[config.mk]
export PLATFORM = sky130hd
export DESIGN_NAME = traffic_lamp_driver
export DESIGN_NICKNAME = d
export VERILOG_FILES = /design/src/rtl/traffic_pkg.sv /design/src/rtl/traffic_flash_gen.sv /design/src/rtl/traffic_lamp_driver.sv
export SDC_FILE = /design/constraint.sdc
export NUM_CORES = 1
export LEC_CHECK = 0
export CORE_UTILIZATION = 30
export DETAILED_ROUTE_END_ITERATION = 12
export HOLD_SLACK_MARGIN = 0.05
export MAX_ROUTING_LAYER = met4
export PLACE_DENSITY = 0.62
export SKIP_LAST_GASP = 1
export SLEW_MARGIN = 20
export SYNTH_ARGS = -nofsm -noshare
export SYNTH_HDL_FRONTEND = slang
export SYNTH_SLANG_ARGS = --single-unit
[constraint.sdc]
create_clock -name clock -period 1.4 [get_ports clock]
set_clock_uncertainty 0.15 [all_clocks]
set_input_delay 0.35 -clock clock [delete_from_list [all_inputs] [get_ports clock]]
set_output_delay 0.35 -clock clock [all_outputs]
set_load 0.005 [all_outputs]
[src/rtl/traffic_pkg.sv]
// Shared constants for the traffic controller and lamp driver:
// colour codes, fault codes, driver state encoding and a lamp decoder.
package traffic_pkg;

   // Road colour codes as carried on the hwy/cntry buses
   localparam logic [1:0] COL_RED     = 2'd0;
   localparam logic [1:0] COL_YELLOW  = 2'd1;
   localparam logic [1:0] COL_GREEN   = 2'd2;
   localparam logic [1:0] COL_INVALID = 2'd3;

   // Fault codes reported on fault_code
   localparam logic [1:0] FC_NONE         = 2'd0;
   localparam logic [1:0] FC_CONFLICT     = 2'd1;
   localparam logic [1:0] FC_INVALID      = 2'd2;
   localparam logic [1:0] FC_SHORT_YELLOW = 2'd3;

   // Lamp driver state encoding
   localparam logic [1:0] ST_STARTUP = 2'd0;
   localparam logic [1:0] ST_NORMAL  = 2'd1;
   localparam logic [1:0] ST_FAULT   = 2'd2;

   typedef struct packed {
      logic r;
      logic y;
      logic g;
   } lamp_t;

   // One-hot lamp decode of a colour code; an invalid code lights nothing
   function automatic lamp_t decode_colour(input logic [1:0] code);
      lamp_t l;
      l = '0;
      case (code)
         COL_RED:    l.r = 1'b1;
         COL_YELLOW: l.y = 1'b1;
         COL_GREEN:  l.g = 1'b1;
         default:    l = '0;
      endcase
      return l;
   endfunction

endpackage

[src/rtl/traffic_flash_gen.sv]
// Flash generator for fault mode: a FLASH_DIV prescaler driving a phase
// toggle. While restart is high the phase is held "on" and the prescaler
// is parked at zero, so every fault entry begins with a full "on" period.
module traffic_flash_gen #(
   parameter int FLASH_DIV = 8
) (
   input  logic clock,
   input  logic clear,
   input  logic restart,
   output logic phase
);

   localparam int CW = (FLASH_DIV > 1) ? $clog2(FLASH_DIV) : 1;

   logic [CW-1:0] div_cnt;

   // Prescaler wraps at FLASH_DIV-1 and toggles the phase on each wrap
   always_ff @(posedge clock or posedge clear) begin
      if (clear) begin
         div_cnt <= '0;
         phase   <= 1'b1;
      end else if (restart) begin
         div_cnt <= '0;
         phase   <= 1'b1;
      end else if (div_cnt == CW'(FLASH_DIV - 1)) begin
         div_cnt <= '0;
         phase   <= ~phase;
      end else begin
         div_cnt <= div_cnt + 1'b1;
      end
   end

endmodule

[src/rtl/traffic_lamp_driver.sv]
// Lamp driver and conflict monitor. Decodes the highway and country colour
// codes into registered one-hot lamps, enforces an all-red start-up
// interval, and latches into flashing-yellow safe mode on any unsafe
// sample until an operator acknowledges with safe inputs present.
module traffic_lamp_driver
   import traffic_pkg::*;
#(
   parameter int STARTUP_RED = 4,
   parameter int FLASH_DIV   = 8,
   parameter int MIN_YELLOW  = 1
) (
   input  logic       clock,
   input  logic       clear,
   input  logic [1:0] hwy,
   input  logic [1:0] cntry,
   input  logic       fault_ack,
   output logic       hwy_r,
   output logic       hwy_y,
   output logic       hwy_g,
   output logic       cntry_r,
   output logic       cntry_y,
   output logic       cntry_g,
   output logic       fault,
   output logic [1:0] fault_code
);

   localparam int SW = $clog2(STARTUP_RED + 1);
   localparam int DW = $clog2(MIN_YELLOW + 1);
   localparam logic [SW-1:0] START_LOAD = SW'(STARTUP_RED - 1);
   localparam logic [DW-1:0] DWELL_MAX  = DW'(MIN_YELLOW);

   logic [1:0]    state;
   logic [SW-1:0] start_cnt;
   logic [DW-1:0] hwy_dwell;
   logic [DW-1:0] cntry_dwell;
   logic [1:0]    shown_hwy;
   logic [1:0]    shown_cntry;
   logic [1:0]    fault_code_q;

   logic          conflict;
   logic          invalid;
   logic          short_hwy;
   logic          short_cntry;
   logic [1:0]    fault_det;
   logic          exit_ok;
   logic          flash_phase;
   lamp_t         hwy_l;
   lamp_t         cntry_l;

   traffic_flash_gen #(
      .FLASH_DIV(FLASH_DIV)
   ) u_flash (
      .clock  (clock),
      .clear  (clear),
      .restart(state != ST_FAULT),
      .phase  (flash_phase)
   );

   // Unsafe-sample checks in priority order: conflict, invalid, short yellow
   always_comb begin
      conflict    = (hwy != COL_RED) && (cntry != COL_RED);
      invalid     = (hwy == COL_INVALID) || (cntry == COL_INVALID);
      // A non-zero dwell means the previous NORMAL sample was YELLOW
      short_hwy   = (hwy != COL_YELLOW) && (hwy_dwell != '0) && (hwy_dwell < DWELL_MAX);
      short_cntry = (cntry != COL_YELLOW) && (cntry_dwell != '0) && (cntry_dwell < DWELL_MAX);
      fault_det   = FC_NONE;
      if (conflict)
         fault_det = FC_CONFLICT;
      else if (invalid)
         fault_det = FC_INVALID;
      else if (short_hwy || short_cntry)
         fault_det = FC_SHORT_YELLOW;
      exit_ok = fault_ack && !invalid && ((hwy == COL_RED) || (cntry == COL_RED));
   end

   // Driver state machine, start-up timer, displayed codes and fault latch
   always_ff @(posedge clock or posedge clear) begin
      if (clear) begin
         state        <= ST_STARTUP;
         start_cnt    <= START_LOAD;
         shown_hwy    <= COL_RED;
         shown_cntry  <= COL_RED;
         fault_code_q <= FC_NONE;
      end else begin
         case (state)
            ST_STARTUP: begin
               // Preload red so the first NORMAL cycle does not show stale codes
               shown_hwy   <= COL_RED;
               shown_cntry <= COL_RED;
               if (start_cnt == '0)
                  state <= ST_NORMAL;
               else
                  start_cnt <= start_cnt - 1'b1;
            end
            ST_NORMAL: begin
               if (fault_det != FC_NONE) begin
                  state        <= ST_FAULT;
                  fault_code_q <= fault_det;
               end else begin
                  shown_hwy   <= hwy;
                  shown_cntry <= cntry;
               end
            end
            ST_FAULT: begin
               if (exit_ok) begin
                  state        <= ST_STARTUP;
                  start_cnt    <= START_LOAD;
                  fault_code_q <= FC_NONE;
               end
            end
            default: begin
               state     <= ST_STARTUP;
               start_cnt <= START_LOAD;
            end
         endcase
      end
   end

   // Yellow dwell counters: count consecutive YELLOW samples, saturating
   always_ff @(posedge clock or posedge clear) begin
      if (clear) begin
         hwy_dwell   <= '0;
         cntry_dwell <= '0;
      end else if (state == ST_NORMAL) begin
         if (hwy != COL_YELLOW)
            hwy_dwell <= '0;
         else if (hwy_dwell != DWELL_MAX)
            hwy_dwell <= hwy_dwell + 1'b1;
         if (cntry != COL_YELLOW)
            cntry_dwell <= '0;
         else if (cntry_dwell != DWELL_MAX)
            cntry_dwell <= cntry_dwell + 1'b1;
      end else begin
         hwy_dwell   <= '0;
         cntry_dwell <= '0;
      end
   end

   // Lamp pattern selected by state: all-red, decoded codes, or flash
   always_comb begin
      hwy_l   = decode_colour(shown_hwy);
      cntry_l = decode_colour(shown_cntry);
      case (state)
         ST_STARTUP: begin
            hwy_l   = '{r: 1'b1, y: 1'b0, g: 1'b0};
            cntry_l = '{r: 1'b1, y: 1'b0, g: 1'b0};
         end
         ST_FAULT: begin
            hwy_l   = '{r: 1'b0, y: flash_phase, g: 1'b0};
            cntry_l = '{r: 1'b0, y: flash_phase, g: 1'b0};
         end
         default: ;
      endcase
   end

   // Output register stage; gives the one-cycle sample-to-lamp latency
   always_ff @(posedge clock or posedge clear) begin
      if (clear) begin
         hwy_r      <= 1'b1;
         hwy_y      <= 1'b0;
         hwy_g      <= 1'b0;
         cntry_r    <= 1'b1;
         cntry_y    <= 1'b0;
         cntry_g    <= 1'b0;
         fault      <= 1'b0;
         fault_code <= FC_NONE;
      end else begin
         hwy_r      <= hwy_l.r;
         hwy_y      <= hwy_l.y;
         hwy_g      <= hwy_l.g;
         cntry_r    <= cntry_l.r;
         cntry_y    <= cntry_l.y;
         cntry_g    <= cntry_l.g;
         fault      <= (state == ST_FAULT);
         fault_code <= fault_code_q;
      end
   end

endmodule

==> flow_metrics.env, run 1 <==
export IMPL_dieArea_mm2=0.00397
export IMPL_grtUsageTotal=0.128
export IMPL_cp_max_fo=3
export IMPL_rows=21
export IMPL_area_growth_pct=35.4
export IMPL_viasPerCell=4.97
export IMPL_cts_sinks=24
export IMPL_syn_avg_cell_area_um2=11.5
export IMPL_synth_top_cell_area_share=0.426
export IMPL_period_minus_slack_ns=1.45
export IMPL_seqCellArea_um2=609
export IMPL_violations="setup timing"
export IMPL_maxCapViolCount=0
export IMPL_diodes=0
export IMPL_max_freq_ghz=0.692
export IMPL_antenna_found_initial=0
export IMPL_async_flop_share=1.00
export IMPL_pwr_share_seq=0.368
export IMPL_htree_levels=1
export IMPL_grt_pass1_vias=846
export IMPL_cts_tree="yes"
export IMPL_p_per_area_mw_per_mm2=1960
export IMPL_p_sw_frac=0.319
export IMPL_cp_required_ns=1.41
export IMPL_setup_tns_ns=-0.0517
export IMPL_p_total_w=0.00297
export IMPL_wl_met2_um=988
export IMPL_ys_flop_type="dfrtp_1"
export IMPL_hp_class="reg2reg"
export IMPL_cts_max_path_buffers=2
export IMPL_drt_first_iter_violations=18
export IMPL_drc=0
export IMPL_syn_nets=108
export IMPL_grt_setup_unrepaired="true"
export IMPL_netlist_instances=97
export IMPL_multi_input_area_um2=484
export IMPL_drtAntennaViolNets=0
export IMPL_synthesis_area_mm2=0.00112
export IMPL_cts_root_buf="clkbuf_8"
export IMPL_comb_power_share=0.428
export IMPL_final_common_cell="dfrtp_1"
export IMPL_setup_viol=2
export IMPL_clk_pin_slew_worst_paths_ns=0.08
export IMPL_critPathKind="reg2reg"
export IMPL_synth_cell_types=35
export IMPL_yosysTopAreaCell="dfrtp_1"
export IMPL_ir_worst_vdd_mv=0.989
export IMPL_synth_edff_count=0
export IMPL_final_area_mm2=0.00151
export IMPL_hpwlAfterDp_um=1510
export IMPL_dp_cells=167
export IMPL_highest_layer="met4"
export IMPL_p_int_w=0.00202
export IMPL_maxSlewHeadroom=0.806
export IMPL_coreArea_mm2=0.00344
export IMPL_io_pins=16
export IMPL_postPlaceCellArea_mm2=0.00141
export IMPL_endpoint_kind="register"
export IMPL_grt_pass1_wl_um=3760
export IMPL_critPathArrivalTime_ns=1.45
export IMPL_numCtsBuffers=3
export IMPL_yosysSeqAreaShare=0.544
export IMPL_nets=138
export IMPL_worst_slack_ns=-0.0452
export IMPL_io_buffer_count=15
export IMPL_drt_met1_wl_um=964
export IMPL_status="finished, violations left"
export IMPL_tightest_slew_ns=0.288
export IMPL_synthTopCellsByArea="dfrtp_1 43%, dfstp_2 12%, ha_1 4.5%, inv_1 3.0%, a211oi_1 2.7%"
export IMPL_hold_viol=0
export IMPL_power_frac_clock=0.203
export IMPL_maxSlewViolCount=0
export IMPL_wl_um=2100
export IMPL_fillCellCount=318
export IMPL_dr_wl_met3_um=111
export IMPL_synth_seq_cells=24
export IMPL_wire_per_inst_um=12.2
export IMPL_gp_congestion=0.791
export IMPL_drtPass1Iterations=4
export IMPL_die_x_um=63.0
export IMPL_ys_warnings_count=0
export IMPL_min_period_over_period=1.03
export IMPL_p_leak_nw=0.672
export IMPL_initial_utilization=0.324
export IMPL_crit_path_start_kind="register"
export IMPL_mostFrequentLayoutCells="17 x dfrtp_1, 14 x buf_4, 7 x inv_1, 7 x clkdlybuf4s15_1, 5 x dfstp_2"
export IMPL_vias=855
export IMPL_overflow=0
export IMPL_switching_power_w=0.000947
export IMPL_die_y_um=63.0
export IMPL_grt_start_max_net_pins=25
export IMPL_stdcell_count=172
export IMPL_hold_buffers=0
export IMPL_drive_gt1_frac=0.389
export IMPL_clk_latency_ns=0.27
-- worst max-delay path, cell delays in order (launching register included) --
cell,delay [ns]
dfstp_2,0.54
inv_2,0.05
ha_2,0.18
nor4bb_1,0.14
a311o_1,0.27
-- metrics by stage --
step | setup WS, ns | utilization | hold WS [ns]
after floorplan | -0.00761 | - | 0.198
after global placement | -0.590 | 0.409 | 0.213
after detailed placement | -0.621 | 0.409 | 0.213
after CTS | -0.118 | 0.437 | 0.232
after global routing | -0.0724 | 0.439 | 0.251
final | -0.0452 | 0.439 | 0.230
-- cells by family (layout without fill, tap and decap cells) --
logic type	count (synthesis)	in the layout	share of synthesized area
AO/OA/AOI/OAI	28	28	0.204
XOR/XNOR	1	1	0.00785
adder cells (fa/ha/maj)	5	5	0.0538
buffers and inverters	15	44	0.0661
flip-flops	24	24	0.544
AND/OR/NAND/NOR	24	24	0.124
-- area by class of cell --
| cell class | count | share of cell area |
|---|---|---|
| Tap cell | 46 | 0.0381 |
| Clock buffer | 3 | 0.0273 |
| Clock inverter | 1 | 0.0199 |
| Timing Repair Buffer | 30 | 0.166 |
| Sequential cell | 24 | 0.403 |
| Multi-Input combinational cell | 58 | 0.320 |
| Inverter | 10 | 0.0248 |
-- worst paths after layout --
| kind | slack (ns) | cells after the start | endpoint | from |
|---|---|---|---|---|
| hold reg to reg | 0.23 | 0 | fault_code[0] | fault_code_q[0] |
| hold / removal | 0.23 | 0 | fault_code[0] | fault_code_q[0] |
| min in group asynchronous | 0.26 | 3 | u_flash.div_cnt[1] | clear |
| setup reg to reg | -0.05 | 4 | start_cnt[2] | start_cnt[0] |
| setup / recovery | -0.05 | 4 | start_cnt[2] | start_cnt[0] |
| max in group asynchronous | 0.62 | 3 | start_cnt[0] | clear |
-- power by group through the flow --
stage	Combinational, W	Sequential [W]	Clock [W]
2_1_floorplan	0.000639	0.00106	0
3_3_place_gp	0.00115	0.00109	0
3_5_place_dp	0.00118	0.00109	0
4_1_cts	0.00122	0.00108	0.000615
5_1_grt	0.00140	0.00113	0.000652
6_report	0.00127	0.00109	0.000603
-- registers in the layout, summed over array words and instances, names as in the netlist, 2 cells and up --
register	cells
fault_code	2
fault_code_q	2
shown_cntry	2
shown_hwy	2
start_cnt	3
state	2
u_flash.div_cnt	3
-- metal layers --
| layer | up-vias | global-route usage |
|---|---|---|
| met5 | - | - |
| met4 | 0 | 0.0581 |
| met3 | 4 | 0.0401 |
| met2 | 24 | 0.200 |
| met1 | 416 | 0.150 |
| li1 | 411 | - |
-- synthesized netlist by cell type (2+ instances only) --
cell and instances:
dfstp_2 5, a211oi_1 4, nand2_1 4, o22ai_1 4, nor2_1 3, inv_1 9
ha_1 4, and3_1 3, dfrtp_1 19, nor3_1 3, nand2b_1 4, and2_1 2
buf_2 2, nor3_2 2, a22o_1 3, o31ai_1 4, o21ai_0 3, buf_4 2
-- timing repair --
action | 4_1_cts | 5_1_grt
buffers inserted | 1 | 0
resized for setup | 31 | 21
pin swaps | 1 | 5
endpoints found under the setup margin | 20 | 22
Power figures use the tool's default switching activity.
==> run 2: changes to the inputs <==
==> constraint.sdc (replaced) <==
create_clock -name clock -period 1.4 [get_ports clock]
set_clock_uncertainty 0.15 [all_clocks]
set_input_delay 0.35 -clock clock [delete_from_list [all_inputs] [get_ports clock]]
set_output_delay 0.35 -clock clock [all_outputs]
set_load 0.05 [all_outputs]
==> run 2 against run 1 <==
Net effect: the flow still finishes with violations (setup timing); cell count up 1.7%; first-iteration DRC count rose by 33%; via count increased by 0.12%; combinational power grew 53%; clock power shrank 2%; worst hold slack better by 0.0081 ns; fmax fell by 3.0%; critical path type unchanged; largest cell class unchanged.
==> flow_metrics.env, run 2 (synthesis results as in run 1) <==
export IMPL_io_buffer_count=15
export IMPL_wl_um=2210
export IMPL_place_ws_ns=-0.619
export IMPL_cp_max_fo=3
export IMPL_final_common_cell="dfrtp_1"
export IMPL_drt_first_iter_violations=24
export IMPL_initial_utilization=0.324
export IMPL_drc=0
export IMPL_vias=856
export IMPL_coreArea_mm2=0.00344
export IMPL_p_leak_nw=0.735
export IMPL_critPathKind="reg2reg"
export IMPL_maxSlewViolCount=0
export IMPL_drive_gt1_frac=0.465
export IMPL_critPathArrivalTime_ns=1.48
export IMPL_clk_latency_ns=0.26
export IMPL_numCtsBuffers=3
export IMPL_area_growth_pct=50.1
export IMPL_htree_levels=1
export IMPL_cp_required_ns=1.39
export IMPL_mostFrequentLayoutCells="19 x dfrtp_1, 15 x buf_4, 10 x buf_12"
export IMPL_utilization=0.487
export IMPL_drtAntennaViolNets=0
export IMPL_status="finished, violations left"
export IMPL_rows=21
export IMPL_cts_root_buf="clkbuf_8"
export IMPL_nets=141
export IMPL_maxCapViolCount=0
export IMPL_die_x_um=63.0
export IMPL_hpwlAfterDp_um=1570
export IMPL_hold_ws_ns=0.238
export IMPL_die_y_um=63.0
export IMPL_grt_start_max_net_pins=25
export IMPL_hold_buffers=0
export IMPL_tightest_slew_ns=0.289
export IMPL_ir_worst_vdd_mv=0.973
export IMPL_grt_pass1_vias=891
export IMPL_viasPerCell=4.89
export IMPL_cts_sinks=24
export IMPL_endpoint_kind="register"
export IMPL_overflow=0
export IMPL_maxSlewHeadroom=0.807
export IMPL_worst_slack_ns=-0.0900
export IMPL_hp_class="reg2reg"
export IMPL_hold_viol=0
export IMPL_grtUsageTotal=0.124
export IMPL_fillCellCount=301
export IMPL_cts_tree="yes"
export IMPL_cts_max_path_buffers=2
export IMPL_min_period_over_period=1.06
export IMPL_grt_setup_unrepaired="true"
export IMPL_postPlaceCellArea_mm2=0.00150
export IMPL_reg_top3="start_cnt (3), u_flash.div_cnt (3)"
export IMPL_final_area_mm2=0.00168
export IMPL_gp_congestion=0.834
export IMPL_antenna_found_initial=0
export IMPL_dieArea_mm2=0.00397
export IMPL_grt_pass1_wl_um=3800
export IMPL_diodes=0
export IMPL_crit_path_start_kind="register"
export IMPL_io_pins=16
export IMPL_p_per_area_mw_per_mm2=2200
export IMPL_setup_viol=6
export IMPL_clk_pin_slew_worst_paths_ns=0.08
export IMPL_drtPass1Iterations=4
export IMPL_max_freq_ghz=0.671
export IMPL_violations="setup timing"
export IMPL_wire_per_inst_um=12.7
export IMPL_period_minus_slack_ns=1.49
==> run 2: metrics by stage <==
step           total power, W  cells  TNS (ns)
2_1_floorplan         0.00202     97  -0.00761
3_3_place_gp          0.00280    167     -6.00
3_5_place_dp          0.00284    167     -6.44
4_1_cts               0.00366    175    -0.205
5_1_grt               0.00390    175    -0.673
6_report              0.00369    175    -0.211
==> run 2: timing repair <==
item | CTS | global route
gates resized for setup | 27 | 9
pin swaps | 6 | 4
setup buffers | 4 | 0
endpoints found under the setup margin | 13 | 14
==> run 2: final timing paths <==
path	startpoint	to	slack, ns	cells after the start
worst max-delay path	start_cnt[0]	start_cnt[2]	-0.09	4
worst min-delay path	fault_code_q[1]	fault_code[1]	0.24	0
worst max register to register	start_cnt[0]	start_cnt[2]	-0.09	4
worst min register to register	fault_code_q[1]	fault_code[1]	0.24	0
max in group asynchronous	clear	start_cnt[1]	0.61	3
min in group asynchronous	clear	hwy_g	0.26	3
==> run 2: power by group <==
group	total [W]	switching, W	internal [W]
clock	0.000591	0.000209	0.000382
combinational	0.00194	0.000942	0.00100
sequential	0.00116	0.000193	0.000962
==> run 2: cell type report <==
type                       instances  area (um2)  area share
tap                               46        57.6      0.0344
sequential                        24         607       0.362
multi-input combinational         58         518       0.309
inverter                          10        40.0      0.0239
timing repair buffer              33         382       0.228
clock buffer                       3        41.3      0.0246
clock inverter                     1        30.0      0.0179
==> run 2: worst max-delay path, cell delays in order, from the launching register on <==
cell and delay, ns:
dfstp_2 0.57, inv_4 0.05, ha_4 0.16, nor4bb_2 0.17, a311o_1 0.28
==> run 2: routing by layer <==
| layer | track usage | share of wire | vias to the layer above |
|---|---|---|---|
| li1 | - | - | 416 |
| met1 | 0.154 | 0.46 | 421 |
| met2 | 0.199 | 0.50 | 17 |
| met4 | 0.0465 | 0.0063 | 0 |
| met3 | 0.0237 | 0.035 | 2 |
| met5 | - | 0 | - |
==> run 3: changes to the inputs <==
--- a/config.mk
+++ b/config.mk
@@ -5,11 +5,12 @@
 export SDC_FILE = /design/constraint.sdc
 export NUM_CORES = 1
 export LEC_CHECK = 0
-export CORE_UTILIZATION = 30
+export CORE_ASPECT_RATIO = 1.1
+export CORE_UTILIZATION = 40
 export DETAILED_ROUTE_END_ITERATION = 12
 export HOLD_SLACK_MARGIN = 0.05
 export MAX_ROUTING_LAYER = met4
-export PLACE_DENSITY = 0.62
+export PLACE_DENSITY = 0.75
 export SKIP_LAST_GASP = 1
 export SLEW_MARGIN = 20
 export SYNTH_ARGS = -nofsm -noshare
==> run 3 against run 2 <==
Net effect: the flow still finishes with violations (setup timing); global-route usage increased by 5.6 points; combinational power rose by 9.8%; final area is 2.0% higher; register-to-register slack better by 0.02 ns; sequential power is essentially flat; die area fell by 24%; fmax is 1.9% lower; power increased by 3.2%; critical path depth shrank 3; setup slack got worse by 0.029 ns; critical path type is now reg2out; highest routed layer unchanged.
==> flow_metrics.env, run 3 (synthesis results as in run 1) <==
export IMPL_die_y_um=57.4
export IMPL_diodes=0
export IMPL_wire_per_inst_um=14.5
export IMPL_final_common_cell="buf_4"
export IMPL_cts_sinks=24
export IMPL_crit_path_start_kind="register"
export IMPL_worst_slack_ns=-0.119
export IMPL_coreArea_mm2=0.00257
export IMPL_drt_first_iter_violations=26
export IMPL_overflow=0
export IMPL_postPlaceCellArea_mm2=0.00152
export IMPL_seqCellArea_um2=608
export IMPL_grt_start_max_net_pins=25
export IMPL_hold_viol=0
export IMPL_endpoint_kind="output port"
export IMPL_cp_required_ns=0.90
export IMPL_min_period_over_period=1.09
export IMPL_hpwlAfterDp_um=1680
export IMPL_grt_setup_unrepaired="true"
export IMPL_cts_tree="yes"
export IMPL_mostFrequentLayoutCells="22 x buf_4, 18 x dfrtp_1, 10 x buf_12"
export IMPL_tightest_slew_ns=0.315
export IMPL_violations="setup timing"
export IMPL_antenna_found_initial=0
export IMPL_setup_viol=7
export IMPL_p_leak_nw=0.760
export IMPL_htree_levels=1
export IMPL_setup_tns_ns=-0.382
export IMPL_numCtsBuffers=3
export IMPL_drc=0
export IMPL_crit_slowest_cell="dfstp_2"
export IMPL_crit_start="hwy_r"
export IMPL_drtPass1Iterations=4
export IMPL_status="finished, violations left"
export IMPL_max_freq_ghz=0.658
export IMPL_crit_chain="buf_12"
export IMPL_period_minus_slack_ns=1.52
export IMPL_multi_input_area_um2=533
export IMPL_p_per_area_mw_per_mm2=2230
export IMPL_io_pins=16
export IMPL_grt_pass1_vias=851
export IMPL_cp_buffers_inverters=1
export IMPL_area_growth_pct=53.1
export IMPL_cp_max_fo=1
export IMPL_cts_root_buf="clkbuf_4"
export IMPL_viasPerCell=5.23
export IMPL_wl_um=2410
export IMPL_nets=147
export IMPL_hp_class="in2async"
export IMPL_initial_utilization=0.435
export IMPL_critPathArrivalTime_ns=1.02
export IMPL_io_buffer_count=15
export IMPL_cp_top_family="flip-flops"
export IMPL_fillCellCount=189
export IMPL_critPathKind="reg2out"
export IMPL_ir_worst_vdd_mv=1.47
export IMPL_maxSlewViolCount=0
export IMPL_critPathMaxStageDelay_ns=0.57
export IMPL_grt_pass1_wl_um=3880
export IMPL_gp_congestion=0.840
export IMPL_clk_latency_ns=0.31
export IMPL_rr_startpoint="start_cnt[0]"
export IMPL_die_x_um=52.4
export IMPL_rows=19
export IMPL_p_total_w=0.00381
export IMPL_maxCapViolCount=0
export IMPL_maxSlewHeadroom=0.789
export IMPL_grtUsageTotal=0.180
export IMPL_vias=868
export IMPL_drive_gt1_frac=0.533
export IMPL_final_area_mm2=0.00171
export IMPL_reg_top3="start_cnt (3), u_flash.div_cnt (3)"
export IMPL_cts_max_path_buffers=2
export IMPL_clk_pin_slew_worst_paths_ns=0.13
export IMPL_dieArea_mm2=0.00301
export IMPL_drtAntennaViolNets=0
[run 3: cell type report]
cell class,count,share of cell area
tap,31,0.0227
timing repair buffer,39,0.253
clock inverter,1,0.0176
sequential,24,0.356
clock buffer,3,0.0132
multi-input combinational,58,0.312
inverter,10,0.0256
[run 3: what timing repair did]
action	CTS	global route
hold buffers	0	0
resized for setup	20	15
pin swaps	6	3
setup endpoints to repair	19	20
buffers inserted	2	3
[run 3: layer usage]
layer	share of wire	track usage
met1	0.42	0.226
met2	0.55	0.284
met3	0.025	0.0400
met4	0.0096	0.0639
met5	0	-
[run 3: worst paths after layout]
kind,end,slack (ns),cells after the start
max in group asynchronous,start_cnt[1],0.68,3
setup reg to reg,start_cnt[0],-0.07,5
setup / recovery,hwy_r,-0.12,1
hold reg to reg,fault_code[1],0.26,0
hold / removal,cntry_y,0.20,3
min in group clock,fault_code[1],0.26,0
[run 3: power by group]
group | switching [W] | internal (W) | total, W
clock | 0.000208 | 0.000290 | 0.000498
combinational | 0.00100 | 0.00113 | 0.00213
sequential | 0.000210 | 0.000965 | 0.00118
total | 0.00142 | 0.00239 | 0.00381
[run 3: metrics by stage]
step,util,hold WS (ns),instances,setup WS (ns)
finish,0.666,0.198,166,-0.119
floorplan,-,0.198,97,-0.00761
detailed placement,0.590,0.223,157,-0.678
global placement,0.590,0.225,157,-0.563
CTS,0.638,0.208,163,-0.129
global route,0.666,0.191,166,-0.167
